File: src/rtl/fnd_scan_display.sv
// Scan controller for a 4-digit common-anode 7-segment display.
// The value is latched once per frame, with optional leading-zero blanking, a per-digit dp and an enable.
module fnd_scan_display #(
  parameter int SCAN_DIV = 100000,
  parameter int CNT_W    = 17
) (
  input  logic        clk,
  input  logic        reset_n,
  input  logic [15:0] value,
  input  logic        load,
  input  logic        blank_lz,
  input  logic [3:0]  dp,
  input  logic        en,
  output logic [3:0]  com,
  output logic [7:0]  seg_7,
  output logic        frame_tick
);

  localparam logic [CNT_W-1:0] CNT_LAST = CNT_W'(SCAN_DIV - 1);

  logic [CNT_W-1:0] cnt_q, cnt_d;
  logic [1:0]       idx_q, idx_d;
  logic [15:0]      pend_q, pend_d;
  logic             pend_v_q, pend_v_d;
  logic [15:0]      disp_q, disp_d;
  logic [3:0]       com_q, com_d;
  logic [7:0]       seg_q, seg_d;
  logic             frame_tick_q, frame_tick_d;

  logic             tick;
  logic             wrap;
  logic [3:0]       nib;
  logic [3:0]       lz;
  logic             blank;

  // Active-low gfedcba pattern for one hex digit.
  function automatic logic [6:0] hex_to_seg(input logic [3:0] h);
    logic [6:0] s;
    case (h)
      4'h0:    s = 7'b1000000;
      4'h1:    s = 7'b1111001;
      4'h2:    s = 7'b0100100;
      4'h3:    s = 7'b0110000;
      4'h4:    s = 7'b0011001;
      4'h5:    s = 7'b0010010;
      4'h6:    s = 7'b0000010;
      4'h7:    s = 7'b1111000;
      4'h8:    s = 7'b0000000;
      4'h9:    s = 7'b0010000;
      4'hA:    s = 7'b0001000;
      4'hB:    s = 7'b0000011;
      4'hC:    s = 7'b1000110;
      4'hD:    s = 7'b0100001;
      4'hE:    s = 7'b0000110;
      default: s = 7'b0001110;
    endcase
    return s;
  endfunction

  always_comb begin
    tick  = en && (cnt_q == CNT_LAST);
    wrap  = tick && (idx_q == 2'd3);

    cnt_d = cnt_q;
    if (en) begin
      cnt_d = tick ? '0 : cnt_q + 1'b1;
    end
    idx_d = tick ? idx_q + 2'd1 : idx_q;

    pend_d = load ? value : pend_q;

    // A load landing on the wrap tick bypasses pend and goes straight to disp.
    disp_d   = disp_q;
    pend_v_d = pend_v_q;
    if (wrap) begin
      pend_v_d = 1'b0;
      if (load) begin
        disp_d = value;
      end else if (pend_v_q) begin
        disp_d = pend_q;
      end
    end else if (load) begin
      pend_v_d = 1'b1;
    end

    case (idx_d)
      2'd0:    nib = disp_d[3:0];
      2'd1:    nib = disp_d[7:4];
      2'd2:    nib = disp_d[11:8];
      default: nib = disp_d[15:12];
    endcase

    // lz[k] = nibbles k..3 of the frame's value are all zero; digit 0 is never blanked.
    lz[3] = (disp_d[15:12] == 4'h0);
    lz[2] = lz[3] && (disp_d[11:8] == 4'h0);
    lz[1] = lz[2] && (disp_d[7:4] == 4'h0);
    lz[0] = 1'b0;
    blank = blank_lz && lz[idx_d];

    com_d = 4'b1111;
    seg_d = 8'hFF;
    if (en) begin
      com_d = ~(4'b0001 << idx_d);
      seg_d = {~dp[idx_d], blank ? 7'h7F : hex_to_seg(nib)};
    end

    frame_tick_d = wrap;
  end

  always_ff @(posedge clk or negedge reset_n) begin
    if (!reset_n) begin
      cnt_q        <= '0;
      idx_q        <= 2'd0;
      pend_q       <= 16'h0000;
      pend_v_q     <= 1'b0;
      disp_q       <= 16'h0000;
      com_q        <= 4'b1110;
      seg_q        <= 8'hFF;
      frame_tick_q <= 1'b0;
    end else begin
      cnt_q        <= cnt_d;
      idx_q        <= idx_d;
      pend_q       <= pend_d;
      pend_v_q     <= pend_v_d;
      disp_q       <= disp_d;
      com_q        <= com_d;
      seg_q        <= seg_d;
      frame_tick_q <= frame_tick_d;
    end
  end

  assign com        = com_q;
  assign seg_7      = seg_q;
  assign frame_tick = frame_tick_q;

endmodule

File: config.mk
export PLATFORM = sky130hd
export DESIGN_NAME = fnd_scan_display
export DESIGN_NICKNAME = d
export VERILOG_FILES = /design/src/rtl/fnd_scan_display.sv
export SDC_FILE = /design/constraint.sdc
export NUM_CORES = 1
export LEC_CHECK = 0
export BUFFER_PORTS_ARGS = -buffer_cell sky130_fd_sc_hd__buf_4
export CAP_MARGIN = 10
export CORE_UTILIZATION = 46
export CTS_CLUSTER_SIZE = 40
export DETAILED_ROUTE_END_ITERATION = 8
export PLACE_DENSITY = 0.73
export SKIP_CTS_REPAIR_TIMING = 1
export SLEW_MARGIN = 20
export SYNTH_ARGS = -nofsm -noshare
export SYNTH_HDL_FRONTEND = slang
export SYNTH_SLANG_ARGS = --single-unit
File: constraint.sdc
create_clock -name clk -period 10.5 [get_ports clk]
set_clock_uncertainty 0.2 [all_clocks]
set_input_delay 2.1 -clock clk [delete_from_list [all_inputs] [get_ports clk]]
set_output_delay 2.1 -clock clk [all_outputs]
set_load 0.05 [all_outputs]
### Yosys cells after proc, flatten, opt, wreduce, memory -nomap -nowiden

Memories as Yosys holds them, arrays and structs flattened.
Cells that the tools add are included.

| word-level totals | value |
|---|---|
| memories | 1 |
| bits of input ports | 25 |
| bits in read-only memories | 112 |
| word-level logic and storage cells | 44 |
| flip-flop bits (word level) | 65 |

Memory list:

| name | words | bits a word | rd ports | clocked after Yosys merged registers in | wr ports | RTL line | text |
|---|---|---|---|---|---|---|---|
| (name not given) | 16 | 7 | 1 | 0 | 0 | 39 | `case (h)` |

| operators by class | value |
|---|---|
| mux-type cells | 15 |
| reduce and logical (&&, ||, !) cells | 10 |
| shift operators | 1 |
| equal/unequal tests | 4 |
| order comparisons | 1 |
| bitwise gates (word level) | 2 |
| add/sub/neg operators | 2 |

Operators with widths:

| cell | count |
|---|---|
| $mux W16 | 3 |
| $add A17 B1 Y17 const B | 1 |
| $eq A17 B17 Y1 const B | 1 |
| $mux W17 | 1 |
| $logic_not A4 Y1 | 3 |
| $pmux W4 S3 | 1 |
| $mux W8 | 1 |
| $mux W7 | 1 |
| $logic_and A1 B1 Y1 | 5 |
| $bmux W1 S2 | 2 |
| $eq A2 B2 Y1 const B | 2 |
| $mux W1 | 4 |
| $mux W4 | 1 |
| $not A4 Y4 | 1 |
| $shl A1 B2 Y4 const A | 1 |
| $lt A2 B3 Y1 const B | 1 |
| $add A2 B1 Y2 const B | 1 |
| $eq A2 B1 Y1 const B | 1 |
| $logic_not A2 Y1 | 1 |
| $mux W2 | 1 |
| $reduce_bool A2 Y1 | 1 |
| $not A1 Y1 | 1 |

### Depth between registers and ports, before layout

| depth | value |
|---|---|
| depth after elaboration | 12 |
| gate-level depth with buffers | 17 |

### Least setup slack after synthesis

Ideal clock, no wire load.

| timing | value |
|---|---|
| kind | input port to flip-flop |
| start point | in en |
| end point | reg seg_q[1], in the netlist seg_7[1] |
| cell stages on the path | 16 |
| library setup time | 65 ps |
| slack | 5,634 ps |
| path buffers | 3 |
| arrival | 4,602 ps |
| cell sequence | nand3_1 -> nor3_2 -> and2_4 -> buf_8 -> mux2i_2 -> buf_6 -> clkinv_2 -> clkbuf_8 -> a21oi_1 -> a211oi_1 -> a31oi_1 -> inv_1 -> ha_1 -> nor2_1 -> a211o_1 -> nand3_1 |

| between the ends | value |
|---|---|
| elaborated cells on any way between the ends | 19 |

RTL lines:

| item | RTL line | text |
|---|---|---|
| start, declared | 13 | `input logic en,` |
| $logic_and A1 B1 Y1 * | 61 | `tick = en && (cnt_q == CNT_LAST);` |
| $mux W2 * | 68 | `idx_d = tick ? idx_q + 2'd1 : idx_q;` |
| via idx_d[1] | 22 | `logic [1:0] idx_q, idx_d;` |
| $eq A2 B2 Y1, or another cell as far along | 86 | `case (idx_d)` |
| $pmux W4 S3 or $mux W1 (tied branches) | 86, 98 |  |
| $mem_v2 Z16 W7 or $logic_and A1 B1 Y1 (tied branches) | n/a |  |
| $mux W7 * | 104 | `seg_d = {~dp[idx_d], blank ? 7'h7F : hex_to_seg(nib)};` |
| $mux W8 * | 102 | `if (en) begin` |
| via seg_d[1] | 27 | `logic [7:0] seg_q, seg_d;` |
| end signal, assigned | 127 | `seg_q <= seg_d;` |
| end, declared | 27 |  |

The timed path passes the listed nets; every way through them passes the cells marked *. The select of a mux whose other input is x is not followed.
A chain may end at the register's enable or synchronous reset.

### Final worst setup path

| timing | value |
|---|---|
| start point | in en |
| end point | reg seg_q[1], in the netlist seg_7[1] |

| between the ends | value |
|---|---|
| word-level cells in the longest chain between the ends | 11 |
| elaborated cells on any way between the ends | 19 |

RTL lines:

| item | RTL line |
|---|---|
| parallel branches: the longest is 10 deep, another holds $mem_v2 Z16 W7 | n/a |
| $mux W8 * | 102 |
| via seg_d[1] | 27 |

Mark *: on every way through the listed nets, which the timed path passes. The select of a mux whose other input is x is not followed.

==> qor.txt <==
=========================================================================================
Result of the run                                                            complete, no violations
Max rail drop VDD                                                              0.07682 mV
Count of distinct cell types in the synthesized netlist                                63
# placed instances                                                                    403
Category of the critical setup timing path                                   primary input to register
Proportion of register bits with asynchronous set or reset after synthesis          1.000
Top cell types by occurrence after synthesis                                 sky130_fd_sc_hd__dfrtp_1, sky130_fd_sc_hd__nand2_1, sky130_fd_sc_hd__nor2_1
Top Ports                                                                              38
Number of clock sinks                                                                  65
Total routing resource utilization after global routing                            0.1913
Number of synthesized flops with an enable pin                                          0
Max transition margin                                                              0.4748
Fraction of layout cells with a size suffix above 1                                0.3282
Number of non-filler instances in the completed layout                                419
List of cells traversed by the critical path                                 buf_4, nand3_1, nor3_2, and2_4, mux2i_2, clkinv_2, a21oi_1, a211oi_1, a31oi_1, inv_1, ha_1, nor2_1, a211o_1, nand3_1
Worst hold path class                                                        register to register
Total Die Area                                                                  7457 um^2
Met2 usage in global routing                                                       0.2843
Area of the multi-input gates                                                   1515 um^2
Worst Max-Slew Pin Slew                                                         0.7877 ns
Worst Hold Launch                                                               disp_q[3]
Number of H-tree levels                                                                 3
Detail Route Antenna Nets                                                               0
Most used cell along the critical path                                       sky130_fd_sc_hd__nand3_1
Max_cap viols                                                                           0
Cell count after synthesis                                                            279
First-pass GRT wire length                                                       10900 um
Worst reg2reg endpoint                                                           seg_7[1]
Via count of the first global-routing pass                                           2209
Min Tclk post-route                                                              5.339 ns
Initial antenna violation count                                                         0
Fin. max-slew vios                                                                      0
Core area                                                                       6832 um^2
Count of final setup violators                                                          0
CTS tree                                                                              yes
Count of endpoints failing hold in the final timing report                              0
Top FF cell, synth                                                           sky130_fd_sc_hd__dfrtp_1
Sequential cell area                                                            1640 um^2
Max clock buf depth                                                                     2
Overflow left after global routing                                                      0
CP arrival                                                                        5.41 ns
Port Buffer Count                                                                      37
Library cell with the highest instance count after synthesis                 sky130_fd_sc_hd__dfrtp_1
First-pass DRT Iterations                                                               5
Most area-consuming cells after synthesis                                    sky130_fd_sc_hd__dfrtp_1, sky130_fd_sc_hd__dfstp_2, sky130_fd_sc_hd__mux2_2, sky130_fd_sc_hd__mux2i_1, sky130_fd_sc_hd__nand2_1
Met1 demand-to-capacity share in global routing                                    0.2728
Cell area after technology mapping                                              3273 um^2
Highest cell delay on the worst timing path                                       0.64 ns
Mean area per synthesized cell                                                 11.73 um^2
CP Capture Type                                                                  register
Total via count after detailed routing                                               2245
Cell area power density                                                      140.1 nW/um^2
Final cycle utilization of the critical path                                       0.5085
DRT Wirelength                                                                    6261 um
DRC marker count from the first detailed-route iteration                              109
Number of buffers added by the clock tree synthesis step                                9
Met3 Track Usage GR                                                               0.03333
Fill cell instance count of the final layout                                          622
Clock transition at the registers of the reported paths                           0.07 ns
Root Buffer                                                                  sky130_fd_sc_hd__clkbuf_8
Critical Path Start Type                                                     primary input
Critical R2R Launch                                                              cnt_q[8]
Clk_lat worst skew                                                                0.34 ns
Worst hold path endpoint                                                        disp_q[3]
Cell type of the slowest stage on the worst timing path                      sky130_fd_sc_hd__mux2i_2
DIE WIDTH                                                                        86.36 um
Number of storage elements in the synthesis netlist                                    65
Net count of the mapped netlist                                                       312
FF-to-FF setup slack                                                              6.29 ns
Critical-path maximum fanout                                                           14
Number of cells on the worst hold path                                                  2
Pin count of the biggest net entering global routing                                   66
Upper clock frequency limit                                                     187.3 MHz
Starting density of the core                                                       0.4791
Row cnt                                                                                30
Cell count of the worst reg-to-reg path                                                13
Final layout net count                                                                351
Cell leakage power                                                               1.770 nW
Setup total negative slack                                                           0 ns
Global placer's final weighted congestion                                          0.8431
Layout overhead on the synthesized area                                            15.60%
Routed len/inst                                                                  14.94 um
Number of synthesis warnings                                                            0
Cell taking the most area after synthesis                                    sky130_fd_sc_hd__dfrtp_1
Crit path required time                                                          10.58 ns
# DRC                                                                                   0
Share of the yosys chip area belonging to registers                                0.5011
RSZ-0062 raised after global routing                                                   no
DP Wirelength                                                                     4456 um
Global routing's busiest layer                                                       met2
Area share of the largest cell type after synthesis                                0.4128
Diode count                                                                             0
Height of the die                                                                86.36 um
DR vias/cell                                                                        5.358
=========================================================================================
-- placed cells by master, fill, tap and decap left out, types with 2 or more instances in the layout --
master,count
sky130_fd_sc_hd__buf_4,37
sky130_fd_sc_hd__dfrtp_1,54
sky130_fd_sc_hd__nand2_1,27
sky130_fd_sc_hd__o21ai_0,2
sky130_fd_sc_hd__inv_1,10
sky130_fd_sc_hd__nand2b_1,3
sky130_fd_sc_hd__a32oi_1,6
sky130_fd_sc_hd__a21oi_2,3
sky130_fd_sc_hd__nor3_1,3
sky130_fd_sc_hd__clkinv_2,4
sky130_fd_sc_hd__ha_1,8
sky130_fd_sc_hd__o221a_2,2
sky130_fd_sc_hd__nor2_1,19
sky130_fd_sc_hd__and2_4,2
sky130_fd_sc_hd__clkbuf_8,12
sky130_fd_sc_hd__a21boi_0,3
sky130_fd_sc_hd__and2_1,4
sky130_fd_sc_hd__nand3_1,13
sky130_fd_sc_hd__xnor2_1,7
sky130_fd_sc_hd__mux2_2,18
sky130_fd_sc_hd__nand4_1,3
sky130_fd_sc_hd__nor2b_1,3
sky130_fd_sc_hd__xor2_1,8
sky130_fd_sc_hd__mux2i_1,13
sky130_fd_sc_hd__and3_1,4
sky130_fd_sc_hd__a21oi_1,5
sky130_fd_sc_hd__dfstp_2,11
sky130_fd_sc_hd__o221ai_1,3
sky130_fd_sc_hd__mux2_4,2
sky130_fd_sc_hd__a31oi_1,4
-- flip-flops by register name, summed over array words and instances (netlist names) --
register,cells
frame_tick,1
disp_q,16
com,4
pend_v_q,1
pend_q,16
seg_7,8
cnt_q,17
idx_q,2
-- routing by layer --
layer | share of wire | vias to the layer above
met3 | 0.032 | 11
met4 | 0.020 | 0
met2 | 0.47 | 43
met1 | 0.48 | 1119
met5 | 0 | -
li1 | - | 1072
-- power by group --
part           switching [W]  leakage [nW]  internal, W   total, W
sequential         0.0000126         0.817     0.000269   0.000282
clock              0.0000916        0.0992     0.000104   0.000195
combinational      0.0000285         0.854    0.0000246  0.0000531
total               0.000133          1.77     0.000398   0.000530
-- layout make-up --
cell class	instances	area share
Timing Repair Buffer	37	0.07341
Tap cell	96	0.03175
Clock buffer	13	0.04464
Multi-Input combinational cell	193	0.4005
Clock inverter	3	0.003968
Inverter	12	0.01224
Sequential cell	65	0.4335
-- metrics by stage --
| step | total power, W | hold slack (ns) | worst slack, ns | cell area (um^2) | utilization |
|---|---|---|---|---|---|
| after floorplan | 0.0003178 | 0.2501 | 5.634 | 3273 | - |
| after global placement | 0.0003389 | 0.2799 | 4.991 | 3600 | 0.5269 |
| after detailed placement | 0.0003399 | 0.2795 | 4.812 | 3600 | 0.5269 |
| after CTS | 0.0005366 | 0.2967 | 5.162 | 3784 | 0.5538 |
| after global routing | 0.0005556 | 0.3220 | 4.748 | 3784 | 0.5538 |
| final | 0.0005302 | 0.2917 | 5.161 | 3784 | 0.5538 |
-- logic make-up (layout without fill, tap and decap cells) --
kind of cell	Yosys count	in the layout	share of synthesized area
AO/OA/AOI/OAI	42	42	0.1132
XOR/XNOR	16	16	0.04855
adder cells (fa/ha/maj)	8	8	0.03058
buffers and inverters	21	65	0.03593
flip-flops	65	65	0.5011
multiplexers	35	35	0.1219
AND/OR/NAND/NOR	92	92	0.1487
-- worst max-delay path, delay by kind of cell --
family                     cells  cell delay (ns)
muxes                          1             0.64
buffers and inverters          3             0.69
and+or+nand+nor                5             0.68
AOI/OAI and AO/OA              4             0.96
adders and majority gates      1             0.33
-- worst max path at each step --
stage	startpoint	endpoint	slack, ns
3_5_place_dp	en	seg_7[1]	4.81
3_3_place_gp	en	seg_7[1]	4.99
4_1_cts	en	seg_7[1]	5.16
2_1_floorplan	en	seg_7[1]	5.63
6_report	en	seg_7[1]	5.16
5_1_grt	en	seg_7[1]	4.75
(Power assumes the default switching activity.)
